**src/rtl/fetch_control_pkg.sv**
```systemverilog
// Shared fetch-stage definitions: FSM encodings, instruction width, NOP word
// and the PC legality test used by next-PC selection.
package fetch_control_pkg;

    localparam int XLEN = 32;
    localparam logic [XLEN-1:0] NOP = 32'h0000_0000;

    typedef enum logic [1:0] {
        ST_BOOT   = 2'd0,
        ST_RUN    = 2'd1,
        ST_HALTED = 2'd2,
        ST_FAULT  = 2'd3
    } fetch_state_e;

    typedef struct packed {
        logic [XLEN-1:0] instr;
        logic [XLEN-1:0] pc_plus4;
        logic            valid;
    } ifid_t;

    // A PC is legal when word-aligned and inside the instruction memory.
    function automatic logic pc_ok(input logic [XLEN-1:0] pc, input int unsigned words);
        logic [XLEN-1:0] word_idx;
        word_idx = {2'b00, pc[XLEN-1:2]};
        return (pc[1:0] == 2'b00) && (word_idx < words);
    endfunction

endpackage

```
**src/rtl/fetch_control_pc_sel.sv**
```systemverilog
// Combinational next-PC selection (redirect > stall > sequential) and the
// legality check of the PC that would be loaded.
module fetch_pc_sel
    import fetch_control_pkg::*;
#(
    parameter int unsigned MEM_WORDS = 64
) (
    input  logic [XLEN-1:0] PC,
    input  logic            Redirect,
    input  logic [XLEN-1:0] Target,
    input  logic            Stall_F,
    output logic [XLEN-1:0] Next_PC,
    output logic            PC_Fault
);

    always_comb begin
        Next_PC = PC + 32'd4;
        if (Redirect) begin
            Next_PC = Target;
        end else if (Stall_F) begin
            Next_PC = PC;
        end
        PC_Fault = !pc_ok(Next_PC, MEM_WORDS);
    end

endmodule

```
**src/rtl/fetch_control.sv**
```systemverilog
// Instruction fetch control: PC register, IF/ID register and the
// BOOT/RUN/HALTED/FAULT sequencing. Instruction memory is external.
module fetch_control
    import fetch_control_pkg::*;
#(
    parameter logic [31:0] RESET_PC  = 32'h0000_0000,
    parameter int unsigned MEM_WORDS = 64
) (
    input  logic        clk,
    input  logic        rst,
    input  logic        Stall_F,
    input  logic        Redirect,
    input  logic [31:0] Target,
    input  logic        Flush_D,
    input  logic        Halt,
    input  logic [31:0] IM_Instr,
    output logic [31:0] IM_Addr,
    output logic [31:0] Instr_D,
    output logic [31:0] PCPlus4_D,
    output logic        Valid_D,
    output logic        Fault,
    output logic [1:0]  State
);

    fetch_state_e    state_q, state_d;
    logic [XLEN-1:0] pc_q, pc_d;
    ifid_t           ifid_q, ifid_d;

    logic [XLEN-1:0] pc_next;
    logic            pc_fault;
    logic [XLEN-1:0] pc_plus4;

    assign pc_plus4 = pc_q + 32'd4;

    fetch_pc_sel #(
        .MEM_WORDS(MEM_WORDS)
    ) u_pc_sel (
        .PC      (pc_q),
        .Redirect(Redirect),
        .Target  (Target),
        .Stall_F (Stall_F),
        .Next_PC (pc_next),
        .PC_Fault(pc_fault)
    );

    always_ff @(posedge clk) begin
        if (rst) begin
            state_q <= ST_BOOT;
            pc_q    <= RESET_PC;
            ifid_q  <= '{instr: NOP, pc_plus4: '0, valid: 1'b0};
        end else begin
            state_q <= state_d;
            pc_q    <= pc_d;
            ifid_q  <= ifid_d;
        end
    end

    always_comb begin
        state_d = state_q;
        pc_d    = pc_q;
        ifid_d  = ifid_q;
        case (state_q)
            ST_BOOT: begin
                state_d      = ST_RUN;
                ifid_d.valid = 1'b0;
            end
            ST_RUN: begin
                // A faulting load outranks Halt; the PC keeps its last legal value.
                if (pc_fault) begin
                    state_d      = ST_FAULT;
                    ifid_d.valid = 1'b0;
                end else if (Halt) begin
                    state_d      = ST_HALTED;
                    ifid_d.valid = 1'b0;
                end else begin
                    pc_d = pc_next;
                    if (Flush_D) begin
                        ifid_d.valid = 1'b0;
                        ifid_d.instr = NOP;
                    end else if (Redirect || !Stall_F) begin
                        ifid_d = '{instr: IM_Instr, pc_plus4: pc_plus4, valid: 1'b1};
                    end
                end
            end
            ST_HALTED: begin
            end
            ST_FAULT: begin
            end
        endcase
    end

    assign IM_Addr   = pc_q;
    assign Instr_D   = ifid_q.instr;
    assign PCPlus4_D = ifid_q.pc_plus4;
    assign Valid_D   = ifid_q.valid;
    assign Fault     = (state_q == ST_FAULT);
    assign State     = state_q;

endmodule

```
**config.mk**
```make
export PLATFORM = sky130hd
export DESIGN_NAME = fetch_control
export DESIGN_NICKNAME = d
export VERILOG_FILES = /design/src/rtl/fetch_control_pkg.sv /design/src/rtl/fetch_control_pc_sel.sv /design/src/rtl/fetch_control.sv
export SDC_FILE = /design/constraint.sdc
export NUM_CORES = 1
export LEC_CHECK = 0
export BUFFER_PORTS_ARGS = -buffer_cell sky130_fd_sc_hd__buf_2
export CORE_UTILIZATION = 32
export DETAILED_ROUTE_END_ITERATION = 10
export MAX_ROUTING_LAYER = met4
export PLACE_DENSITY = 0.64
export SLEW_MARGIN = 0
export SYNTH_ARGS = -nofsm -noshare
export SYNTH_HDL_FRONTEND = slang
export SYNTH_HIERARCHICAL = 1
export SYNTH_SLANG_ARGS = --single-unit
```
**constraint.sdc**
```tcl
create_clock -name clk -period 3.9 [get_ports clk]
set_input_delay 0.78 -clock clk [delete_from_list [all_inputs] [get_ports clk]]
set_output_delay 0.78 -clock clk [all_outputs]
set_load 0.03 [all_outputs]
```
==> impl_metrics.toml, run 1 <==
[status]
outcome = "completed"

[synthesis]
synth_seq_cells = 99
ys_warn_count = 6
netlist_instances = 645
syn_nets = 717
async_flop_share = 0
synth_flop_cell = "dfxtp_1"
synth_area_um2 = 5140
ys_types = 53
ys_seq_area_frac = 0.385
synth_edf_count = 0
syn_avg_cell_area_um2 = 7.97

[pwr]
p_sw_mw = 0.483
power_switching_share = 0.232
leakagePower_nw = 2.90
peakVddDrop_uv = 194
total_power_mw = 2.09
power_density_nw_per_um2 = 295
combPwrFrac = 0.060
clkPwrFrac = 0.453
pwr-share-seq = 0.486
p_int_mw = 1.60

[timing]
max_freq_mhz = 266
hold_viol = 0
period_needed_ns = 3.75
max_slew.worst_pin.slew_ns = 1.08
maxSlewHeadroom = 0.280
finalSetupViolCount = 0
period_share = 0.962
drv_slew = 0
rsz0062_at_grt = "false"
skew_ns = 0.00772

[global_routing]
grt_usage = 0.208
gr-total-overflow = 0
grt_max_degree = 100
grt_pass1_wl_mm = 26.0
antenna_found_initial = 0
grt_pass1_vias = 5062

[clock_tree]
cts_buffer_depth = 2
cts.sinks = 99
cts_hold_buf = 0
root_buffer = "clkbuf_16"
worstSkewPairLatency_ns = 0.35
clk_pin_slew_ns = 0.07
cts.htree.levels = 3
cts_tree = "done"
cts_made_buffers = 9

[placement]
place.gp.congestion = 0.850
numPortBuffers = 169
place_area_um2 = 6620
hpwl_mm = 12.0

[die]
rows = 45
initial_utilization = 0.333
die_x_um = 129
pin_count = 170
die_area_um2 = 16600
fp.dieH_um = 129
core_area_um2 = 15400

[setup_path]
crit_family = "simple AND/OR/NAND/NOR gates"
arrival_ns = 4.01
startpoint_type = "input pin"
critPathRequiredTime_ns = 4.15
cp_num_buf_inv = 4
endpoint_kind = "flip-flop"
crit_chain = "buf_2 > and3b_4 > buf_4 > nand4_1 > xor2_1 > o21ai_1 > or4_4 > nor4_4 > nand4_1 > or4b_4 > nor3b_4 > buf_12 > clkbuf_16 > nor2_1 > a211oi_1"
cpMaxStageDelayCell = "or4b_4"
critPathMaxFanout = 27
slowest_delay_ns = 0.53
cp_common_cell = "nand4_1"
r2r_slack_ns = 0.15
path_class = "in2reg"

[routing]
dr.pass1.iters = 5
viasPerCell = 5.08
num_vias = 5432
wire_per_inst_um = 15.8
ant_nets = 0
drc_errors = 0
drt_iter0_drc = 398
wl_mm = 16.9

[finish]
final_cell_area_um2 = 7070
layout_commonest_cell = "buf_2"
multiInputGateArea_um2 = 2980
final-seq-area_um2 = 1990
layout-drive-gt1-share = 0.338
nets = 925
layout_common_cells = "buf_2, nand2_1, dfxtp_1"
n_antenna_cell = 0
nFillCells = 1589
areaGrowthSynthToFinish_pct = 37.5

[hold_path]
hp-class = "reg2reg"

[job]
drv_cap = 0
==> path summary, 6_finish.rpt <==
kind                     start       endpoint  cells past startpoint
setup / recovery       Stall_F  PCPlus4_D[10]                     15
hold / removal    PCPlus4_D[3]   PCPlus4_D[3]                      2
setup reg to reg    IM_Addr[9]  PCPlus4_D[10]                     13
hold reg to reg   PCPlus4_D[3]   PCPlus4_D[3]                      2
==> flip-flops by register name, summed over array words and instances, names as in the netlist <==
signal and count:
State 2, Instr_D 32, Valid_D 1, IM_Addr 32, PCPlus4_D 32
==> routing by layer <==
metal,vias to the layer above,routed length [um],track usage
met5,-,0,-
met2,143,7630,0.314
met4,0,257,0.0775
li1,2743,-,-
met3,18,808,0.0279
met1,2528,8220,0.280
==> metrics by stage <==
| stage | setup TNS [ns] | instances | worst slack, ns | hold slack [ns] | utilization |
|---|---|---|---|---|---|
| floorplan | 0 | 645 | 0.00252 | 0.456 | - |
| global placement | -15.96 | 1047 | -0.288 | 0.445 | 0.429 |
| detailed placement | -18.87 | 1047 | -0.363 | 0.455 | 0.429 |
| CTS | 0 | 1065 | 0.00736 | 0.467 | 0.450 |
| global route | 0 | 1069 | 0.00241 | 0.503 | 0.458 |
| finish | 0 | 1069 | 0.146 | 0.468 | 0.458 |
==> logic make-up (layout without fill, tap and decap cells) <==
kind of cell,after synthesis,count (layout),share of synthesized area
AND/OR/NAND/NOR,297,297,0.298
flip-flops,99,99,0.385
buffers and inverters,55,268,0.0450
AO/OA/AOI/OAI,142,142,0.179
multiplexers,8,8,0.0170
XOR/XNOR,42,42,0.0715
adder cells (fa/ha/maj),2,2,0.00487
==> worst register-to-register path, stage by stage, from the launching register on <==
cell	delay (ns)
dfxtp_1	0.49
nand4_1	0.19
nor4_4	0.42
nand4_1	0.23
xnor2_1	0.19
o32a_1	0.34
nor3_1	0.25
nand4_1	0.16
or4b_4	0.53
nor3b_4	0.22
buf_12	0.16
clkbuf_16	0.20
nor2_1	0.06
a211oi_1	0.20
==> cell type report <==
| type | count | share of cell area |
|---|---|---|
| clock buffers | 11 | 0.0357 |
| clock inverters | 5 | 0.00849 |
| inverters | 12 | 0.00637 |
| multi-input cells | 491 | 0.422 |
| flip-flops and latches | 99 | 0.282 |
| well taps | 211 | 0.0373 |
| repair buffers | 240 | 0.208 |
==> cell usage after synthesis, types with 2 or more instances <==
library cell | count | share of area
a211oi_1 | 20 | 0.029
a21oi_1 | 40 | 0.039
a22oi_1 | 32 | 0.047
a311oi_1 | 7 | 0.012
and3_1 | 5 | 0.0061
and4_1 | 12 | 0.020
buf_2 | 11 | 0.011
buf_4 | 3 | 0.0044
clkbuf_1 | 29 | 0.021
dfxtp_1 | 99 | 0.39
ha_1 | 2 | 0.0049
inv_1 | 12 | 0.0088
mux2_2 | 6 | 0.013
mux2i_1 | 2 | 0.0039
nand2_1 | 106 | 0.077
nand2b_1 | 4 | 0.0049
nand3_1 | 22 | 0.021
nand3b_1 | 2 | 0.0029
nand4_1 | 13 | 0.016
nand4_2 | 3 | 0.0073
nand4_4 | 2 | 0.0083
nor2_1 | 68 | 0.050
nor3_1 | 16 | 0.016
nor4_1 | 19 | 0.023
o21a_1 | 2 | 0.0029
o21ai_0 | 24 | 0.023
o21ai_1 | 5 | 0.0049
o21bai_1 | 2 | 0.0029
o31ai_1 | 4 | 0.0058
o32a_1 | 2 | 0.0039
or3_1 | 5 | 0.0061
or4_1 | 5 | 0.0073
xnor2_1 | 28 | 0.048
xor2_1 | 14 | 0.024
==> timing repair <==
item                                    CTS  global route
gates resized for setup                   0             9
hold endpoints to repair                  0             0
endpoints found under the setup margin    7            64
setup buffers                             2             2
pin swaps                                 0             7
gates cloned                              0             2
==> power groups by stage <==
stage                     Sequential [mW]  Clock [mW]  Combinational [mW]
after detailed placement             1.04           0               0.121
after CTS                            1.02       0.967               0.122
final                                1.02       0.946               0.126
after floorplan                      1.04           0              0.0538
after global placement               1.04           0               0.122
after global routing                 1.02        1.01               0.136
Power figures use the tool's default switching activity.
==> run 2: changes to the inputs <==
==> constraint.sdc (replaced) <==
create_clock -name clk -period 3.9 [get_ports clk]
set_input_delay 1.17 -clock clk [delete_from_list [all_inputs] [get_ports clk]]
set_output_delay 1.17 -clock clk [all_outputs]
set_load 0.03 [all_outputs]
==> run 2 against run 1 <==
Net effect: the flow now finishes with violations (setup timing); clock power increased by 8%; flip-flop and latch count unchanged; global-route usage increased by 0.73 points; die area unchanged; total power increased by 3.8%; worst setup slack got worse by 0.35 ns; via count increased by 3.3%; first-iteration DRC count decreased by 25%; cell area increased by 9.1%; wire length increased by 7.7%.
==> impl_metrics.toml, run 2 (synthesis gave the netlist of run 1 again) <==
[status]
outcome = "finished, violations left"
violations = "setup timing"

[clock_tree]
root_buffer = "clkbuf_16"
cts.sinks = 99
cts_hold_buf = 0
worstSkewPairLatency_ns = 0.35
clk_pin_slew_ns = 0.07
cts_tree = "done"
cts_buffer_depth = 2
cts_made_buffers = 9
cts.htree.levels = 3

[finish]
areaGrowthSynthToFinish_pct = 50.0
final_cell_area_um2 = 7720
final-seq-area_um2 = 1980
layout_commonest_cell = "buf_2"
layout-drive-gt1-share = 0.403
n_antenna_cell = 0
multiInputGateArea_um2 = 3240
nets = 948
nFillCells = 1551
layout_common_cells = "buf_2, nand2_1, dfxtp_1"

[timing]
max_slew.worst_pin.slew_ns = 1.02
period_needed_ns = 4.10
setup_ws_ns = -0.201
hold_ws_ns = 0.455
max_freq_mhz = 244
hold_viol = 0
finalSetupViolCount = 61
rsz0062_at_grt = "true"
maxSlewHeadroom = 0.314
period_share = 1.05
tns_ns = -7.44
drv_slew = 0
skew_ns = 0.00660

[routing]
wl_mm = 18.2
num_vias = 5613
dr.pass1.iters = 5
drc_errors = 0
ant_nets = 0
wire_per_inst_um = 16.7
drt_iter0_drc = 299
viasPerCell = 5.14

[pwr]
combPwrFrac = 0.063
clkPwrFrac = 0.468
power_switching_share = 0.220
peakVddDrop_uv = 204
leakagePower_nw = 3.16
pwr-share-seq = 0.469
p_int_mw = 1.69
power_density_nw_per_um2 = 281
total_power_mw = 2.17
p_sw_mw = 0.476

[hold_path]
hp-class = "reg2reg"

[die]
initial_utilization = 0.333
fp.dieH_um = 129
core_area_um2 = 15400
die_x_um = 129
pin_count = 170
die_area_um2 = 16600
rows = 45

[placement]
dp_worst_setup_slack_ns = -0.662
place_area_um2 = 6710
hpwl_mm = 12.2
place.gp.congestion = 0.833
numPortBuffers = 169

[setup_path]
path_class = "in2reg"
arrival_ns = 4.31
startpoint_type = "input pin"
critPathRequiredTime_ns = 4.11
endpoint_kind = "flip-flop"
critPathMaxFanout = 5

[global_routing]
grt_pass1_wl_mm = 26.8
grt_usage = 0.215
antenna_found_initial = 0
grt_max_degree = 71
grt_pass1_vias = 5036
gr-total-overflow = 0

[job]
drv_cap = 0
run 2: changes by cell type in the layout (fill, tap and decap cells not counted), sizes merged:
cell / before / now
buf: 238 / 260
bufinv: 1 / 2
clkbuf: 13 / 16
clkinv: 2 / 1
clkinvlp: 1 / 0
inv: 13 / 12
run 2: stage by stage:
stage / util / cells
final: 0.500 / 1092
after global routing: 0.500 / 1092
after CTS: 0.488 / 1087
after detailed placement: 0.435 / 1054
after global placement: 0.435 / 1054
after floorplan: - / 645
run 2: what timing repair did:
| item | 4_1_cts | 5_1_grt |
|---|---|---|
| setup buffers | 11 | 6 |
| setup endpoints to repair | 64 | 97 |
| resized for setup | 48 | 38 |
| gates cloned | 7 | 4 |
| pin swaps | 33 | 18 |
run 2: critical path: stages:
cell     delay [ns]
buf_8          0.10
and3b_4        0.34
nand4_4        0.15
xnor2_2        0.18
o31a_1         0.25
or4_4          0.44
nor4_2         0.15
nand4_1        0.16
or4b_4         0.53
nor3b_4        0.19
buf_6          0.16
buf_12         0.14
buf_6          0.10
and4_1         0.19
nor4_2         0.05
run 2: cell type report:
class / count / share of cell area
inverters: 12 / 0.00584
multi-input cells: 491 / 0.419
clock buffers: 13 / 0.0350
clock inverters: 3 / 0.00892
flip-flops and latches: 99 / 0.257
well taps: 211 / 0.0342
repair buffers: 263 / 0.240
run 2: power by group through the flow:
stage	Sequential (mW)	Clock (mW)	Combinational [mW]
2_1_floorplan	1.04	0	0.0538
3_3_place_gp	1.04	0	0.128
3_5_place_dp	1.04	0	0.127
4_1_cts	1.02	1.02	0.132
5_1_grt	1.02	1.07	0.147
6_report	1.02	1.02	0.136
run 2: path summary, 6_finish.rpt:
kind | depth (start not counted) | from | slack (ns) | end
hold reg to reg | 2 | PCPlus4_D[1] | 0.45 | PCPlus4_D[1]
setup / recovery | 15 | Stall_F | -0.20 | PCPlus4_D[31]
setup reg to reg | 14 | IM_Addr[18] | 0.13 | PCPlus4_D[31]
hold / removal | 2 | PCPlus4_D[1] | 0.45 | PCPlus4_D[1]
run 2: layer usage:
layer,vias up,track usage,part of all wire,wire [um]
met5,-,-,0,0
met2,148,0.337,0.48,8690
li1,2789,-,-,-
met4,0,0.0616,0.013,234
met1,2659,0.283,0.46,8410
met3,17,0.0378,0.048,875
